**src/rtl/acia_io_arb.sv**
```systemverilog
// Two-source (ikbd/midi) round-robin byte arbiter feeding a single io controller.
// Optional post-delivery pacing gap is enabled by defining ACIA_IO_ARB_PACE_EN.
module acia_io_arb #(
  parameter logic [13:0] GAP_CYCLES = 14'd11138
) (
  input  logic       clk,
  input  logic       reset,
  input  logic       ikbd_avail,
  input  logic [7:0] ikbd_data,
  output logic       ikbd_pop,
  input  logic       midi_avail,
  input  logic [7:0] midi_data,
  output logic       midi_pop,
  output logic       io_available,
  output logic [7:0] io_data,
  output logic       io_chan,
  input  logic       io_strobe,
  output logic       busy
);

`ifdef ACIA_IO_ARB_PACE_EN
  typedef enum logic [1:0] {IDLE = 2'd0, HOLD = 2'd1, GAP = 2'd2} state_e;
  logic [13:0] gap_cnt_q, gap_cnt_d;
`else
  typedef enum logic [0:0] {IDLE = 1'b0, HOLD = 1'b1} state_e;
  logic [13:0] gap_unused_s;
  assign gap_unused_s = GAP_CYCLES;
`endif

  state_e      state_q, state_d;
  logic        rr_q, rr_d;
  logic        ikbd_pop_q, ikbd_pop_d;
  logic        midi_pop_q, midi_pop_d;
  logic        io_avail_q, io_avail_d;
  logic [7:0]  io_data_q, io_data_d;
  logic        io_chan_q, io_chan_d;
  logic        busy_q, busy_d;
  logic [2:0]  sync_q, sync_d;
  logic        ack_s;
  logic        grant_midi_s;

  // sync_q[0..1] is the synchronizer, sync_q[2] remembers the previous level
  assign sync_d = {sync_q[1:0], io_strobe};
  assign ack_s  = sync_q[1] & ~sync_q[2];

  // midi wins when it is alone, or when both wait and ikbd was granted last
  assign grant_midi_s = midi_avail & (~ikbd_avail | ~rr_q);

  always_comb begin
    state_d    = state_q;
    rr_d       = rr_q;
    ikbd_pop_d = 1'b0;
    midi_pop_d = 1'b0;
    io_data_d  = io_data_q;
    io_chan_d  = io_chan_q;
`ifdef ACIA_IO_ARB_PACE_EN
    gap_cnt_d  = gap_cnt_q;
`endif
    case (state_q)
      IDLE: begin
        if (ikbd_avail | midi_avail) begin
          state_d    = HOLD;
          rr_d       = grant_midi_s;
          io_chan_d  = grant_midi_s;
          io_data_d  = grant_midi_s ? midi_data : ikbd_data;
          ikbd_pop_d = ~grant_midi_s;
          midi_pop_d = grant_midi_s;
        end else begin
          state_d = IDLE;
        end
      end
      HOLD: begin
        if (ack_s) begin
`ifdef ACIA_IO_ARB_PACE_EN
          state_d   = GAP;
          gap_cnt_d = GAP_CYCLES;
`else
          state_d   = IDLE;
`endif
        end else begin
          state_d = HOLD;
        end
      end
`ifdef ACIA_IO_ARB_PACE_EN
      GAP: begin
        if (gap_cnt_q == 14'd0) begin
          state_d = IDLE;
        end else begin
          gap_cnt_d = gap_cnt_q - 14'd1;
        end
      end
`endif
      default: state_d = IDLE;
    endcase
    io_avail_d = (state_d == HOLD);
    busy_d     = (state_d != IDLE);
  end

  // state, pointer, synchronizer and registered outputs
  always_ff @(posedge clk or negedge reset) begin
    if (!reset) begin
      state_q    <= IDLE;
      rr_q       <= 1'b1;
      ikbd_pop_q <= 1'b0;
      midi_pop_q <= 1'b0;
      io_avail_q <= 1'b0;
      io_data_q  <= 8'h00;
      io_chan_q  <= 1'b0;
      busy_q     <= 1'b0;
      sync_q     <= 3'b000;
`ifdef ACIA_IO_ARB_PACE_EN
      gap_cnt_q  <= 14'd0;
`endif
    end else begin
      state_q    <= state_d;
      rr_q       <= rr_d;
      ikbd_pop_q <= ikbd_pop_d;
      midi_pop_q <= midi_pop_d;
      io_avail_q <= io_avail_d;
      io_data_q  <= io_data_d;
      io_chan_q  <= io_chan_d;
      busy_q     <= busy_d;
      sync_q     <= sync_d;
`ifdef ACIA_IO_ARB_PACE_EN
      gap_cnt_q  <= gap_cnt_d;
`endif
    end
  end

  assign ikbd_pop     = ikbd_pop_q;
  assign midi_pop     = midi_pop_q;
  assign io_available = io_avail_q;
  assign io_data      = io_data_q;
  assign io_chan      = io_chan_q;
  assign busy         = busy_q;

endmodule

```
**config.mk**
```make
export PLATFORM = sky130hd
export DESIGN_NAME = acia_io_arb
export DESIGN_NICKNAME = d
export VERILOG_FILES = /design/src/rtl/acia_io_arb.sv
export SDC_FILE = /design/constraint.sdc
export NUM_CORES = 1
export LEC_CHECK = 0
export ABC_AREA = 1
export BUFFER_PORTS_ARGS = -buffer_cell sky130_fd_sc_hd__buf_2
export CAP_MARGIN = 10
export CORE_UTILIZATION = 30
export CTS_CLUSTER_DIAMETER = 200
export CTS_CLUSTER_SIZE = 24
export DETAILED_ROUTE_END_ITERATION = 16
export GPL_TIMING_DRIVEN = 0
export SETUP_SLACK_MARGIN = 0.02
export SYNTH_ARGS = -nofsm -noshare
export SYNTH_HDL_FRONTEND = slang
export SYNTH_SLANG_ARGS = --single-unit
export TNS_END_PERCENT = 20
```
**constraint.sdc**
```tcl
create_clock -name clk -period 2.8 [get_ports clk]
set_input_delay 0.56 -clock clk [delete_from_list [all_inputs] [get_ports clk]]
set_output_delay 0.56 -clock clk [all_outputs]
set_load 0.005 [all_outputs]
```
==> summary.md <==
| Metric | Value |
|---|---|
| Crit-path max FO | `5` |
| Die width | `51.6 um` |
| Gates resized, CTS repair | `0` |
| Clk_lat worst skew | `0.28 ns` |
| Reg-to-Reg Start | `rr_q$_DFFE_PN1P_` |
| CTS tree | `built` |
| Hold buffer count at CTS | `0` |
| Clk_skew | `0.00389 ns` |
| Post-Synthesis Net Count | `111` |
| Final GP Congestion | `0.736` |
| Synth unique cells | `14` |
| H-tree lvl count | `1` |
| I/O pin total | `34` |
| Total power draw | `0.000805 W` |
| Synthesis-to-layout area growth | `30.7%` |
| GRT met2 Usage | `0.216` |
| Yosys reg bits | `16` |
| Slew Limit Fails | `0` |
| DR pass1 iterations | `5` |
| Post-Synthesis Cell Area | `738 um^2` |
| Worst r2r dst | `io_chan$_DFFE_PN0P_` |
| Core area | `2280 um^2` |
| Die ar. | `2660 um^2` |
| R2R Setup Slk | `1.64 ns` |
| Global-route wire length before repair | `2580 um` |
| Clock transition at path regs | `0.09 ns` |
| Cells on worst reg2reg path | `5` |
| Vias per Instance | `4.25` |
| FMAX | `645 MHz` |
| GR Util met1 | `0.162` |
| Met3 usage in global routing | `0.0322` |
| Starting Density | `0.324` |
| Worst Max-Slew Pin Slew | `0.355 ns` |
| Crit end category | `primary output` |
| Status | `complete, no violations` |
| Reg area | `402 um^2` |
| Initial drt markers | `1` |
| Pin count of the biggest net entering global routing | `17` |
| Antenna cell count | `0` |
| Yosys warnings | `0` |
| Power density over the cells | `835 nW/um^2` |
| # clock sinks | `16` |
| Setup TNS | `0 ns` |
| Slew margin rel. | `0.763` |
| Max_cap viols | `0` |
| TritonCTS buffer count | `3` |
| Chip height | `51.6 um` |
| Min Clock Period, post-route | `1.55 ns` |
| Register area share after synthesis | `0.544` |
| Share of layout cells above drive strength 1 | `0.354` |
| Syn_area_per_cell | `8.20 um^2` |
| Setup CP Type | `reg2out` |
| Residual DRC count | `0` |
| Tcrit/Tclk final | `0.553` |
| Port bufs | `33` |
| Multi-input gate area | `239 um^2` |
| Routed wire length | `1500 um` |
| Cell row count | `17` |
| Post-CTS setup buffer count | `0` |
| Final core utilization | `0.424` |
| Final-stage net count | `149` |
| Antenna violations before repair | `0` |
| Worst min path class | `in2async` |
| HPWL after DPL | `1120 um` |
| Filler instances | `238` |
| Startpoint Class | `register` |
| Max clock buf depth | `2` |
| Post-route ant nets | `0` |
| Overall fraction of global-route tracks in use | `0.131` |
| Max IR drop VDD | `0.518 mV` |
| Via count | `658` |
| Cells after synthesis | `90` |
| Global route hottest layer | `met2` |
| WL/cell | `9.67 um` |
| RSZ-0062 raised after global routing | `false` |
| Final hold violations | `0` |
| Vias in the first global route | `627` |
| P_leak | `0.589 nW` |
| Worst EP arrival | `0.99 ns` |
| Overflow after GRT | `0` |
| # setup viols final | `0` |
| Critical Path RT | `2.24 ns` |
| Root Buffer | `clkbuf_4` |
critical path, cell delays in order (launching register included):
cell and delay [ns]:
dfrtp_1 0.45, buf_4 0.15, buf_2 0.11
synthesized netlist by cell type:
library cell / count / area share
nor2_1: 2 / 0.010
buf_4: 2 / 0.020
inv_1: 18 / 0.092
a21oi_2: 1 / 0.012
dfrtp_1: 15 / 0.51
inv_2: 1 / 0.0051
nand2_2: 1 / 0.0085
nand2_1: 29 / 0.15
nand2_4: 1 / 0.015
nor2_4: 1 / 0.015
buf_6: 1 / 0.015
dfstp_2: 1 / 0.036
o21ai_0: 1 / 0.0068
nand3_1: 16 / 0.11
cells in the final DEF (no fill, tap or decap):
| cell type | count |
|---|---|
| inv_2 | 1 |
| nor2_1 | 2 |
| buf_4 | 2 |
| nand3_1 | 16 |
| nor2_4 | 1 |
| a21oi_2 | 1 |
| nand2_1 | 29 |
| clkbuf_4 | 3 |
| nand2_2 | 1 |
| dfstp_2 | 1 |
| clkbuf_1 | 1 |
| buf_2 | 33 |
| dfrtp_1 | 15 |
| inv_1 | 18 |
| buf_6 | 1 |
| o21ai_0 | 1 |
| nand2_4 | 1 |
state kept, by name, summed over array words and instances, names as in the netlist:
register,flops
midi_pop,1
sync_q,3
io_chan,1
io_data,8
ikbd_pop,1
busy,1
rr_q,1
kinds of logic after synthesis:
family                 after synthesis  share of synthesized area
AND/OR/NAND/NOR                     50                      0.305
buffers and inverters               22                      0.132
flip-flops                          16                      0.544
AO/OA/AOI/OAI                        2                     0.0186
how the worst max path moves through the flow:
| stage | slack, ns | endpoint | start |
|---|---|---|---|
| 3_5_place_dp | 1.40 | io_data[7]$_DFFE_PN0P_ | ikbd_avail |
| 5_1_grt | 1.19 | io_available | busy$_DFF_PN0_ |
| 6_report | 1.25 | io_available | busy$_DFF_PN0_ |
| 4_1_cts | 1.23 | io_available | busy$_DFF_PN0_ |
| 3_3_place_gp | 1.41 | io_data[7]$_DFFE_PN0P_ | ikbd_avail |
| 2_1_floorplan | 1.64 | io_data[0]$_DFFE_PN0P_ | ikbd_avail |
per-stage QoR:
stage | instance area, um^2 | std cells | setup WS, ns | hold slack, ns
6_report | 965 | 155 | 1.25 | 0.168
5_1_grt | 965 | 155 | 1.19 | 0.187
4_1_cts | 965 | 155 | 1.23 | 0.182
3_5_place_dp | 938 | 151 | 1.40 | 0.343
3_3_place_gp | 938 | 151 | 1.41 | 0.333
2_1_floorplan | 738 | 90 | 1.64 | 0.264
layout make-up:
| type | count | share of cell area |
|---|---|---|
| plain buffers | 3 | 0.0272 |
| clock buffers | 4 | 0.0272 |
| inverters | 19 | 0.0739 |
| multi-input cells | 52 | 0.248 |
| flip-flops and latches | 16 | 0.416 |
| well taps | 28 | 0.0363 |
| repair buffers | 33 | 0.171 |
routing by layer:
layer,vias up,wire [um]
met3,2,106
met5,-,0
met4,0,11
li1,340,-
met2,25,692
met1,291,689
power breakdown:
group	internal, W	total, W	switching (W)
logic	0.000144	0.000307	0.000163
clock network	0.0000553	0.000126	0.0000707
registers	0.000323	0.000372	0.0000497
total	0.000522	0.000805	0.000284
Power figures use the tool's default switching activity.
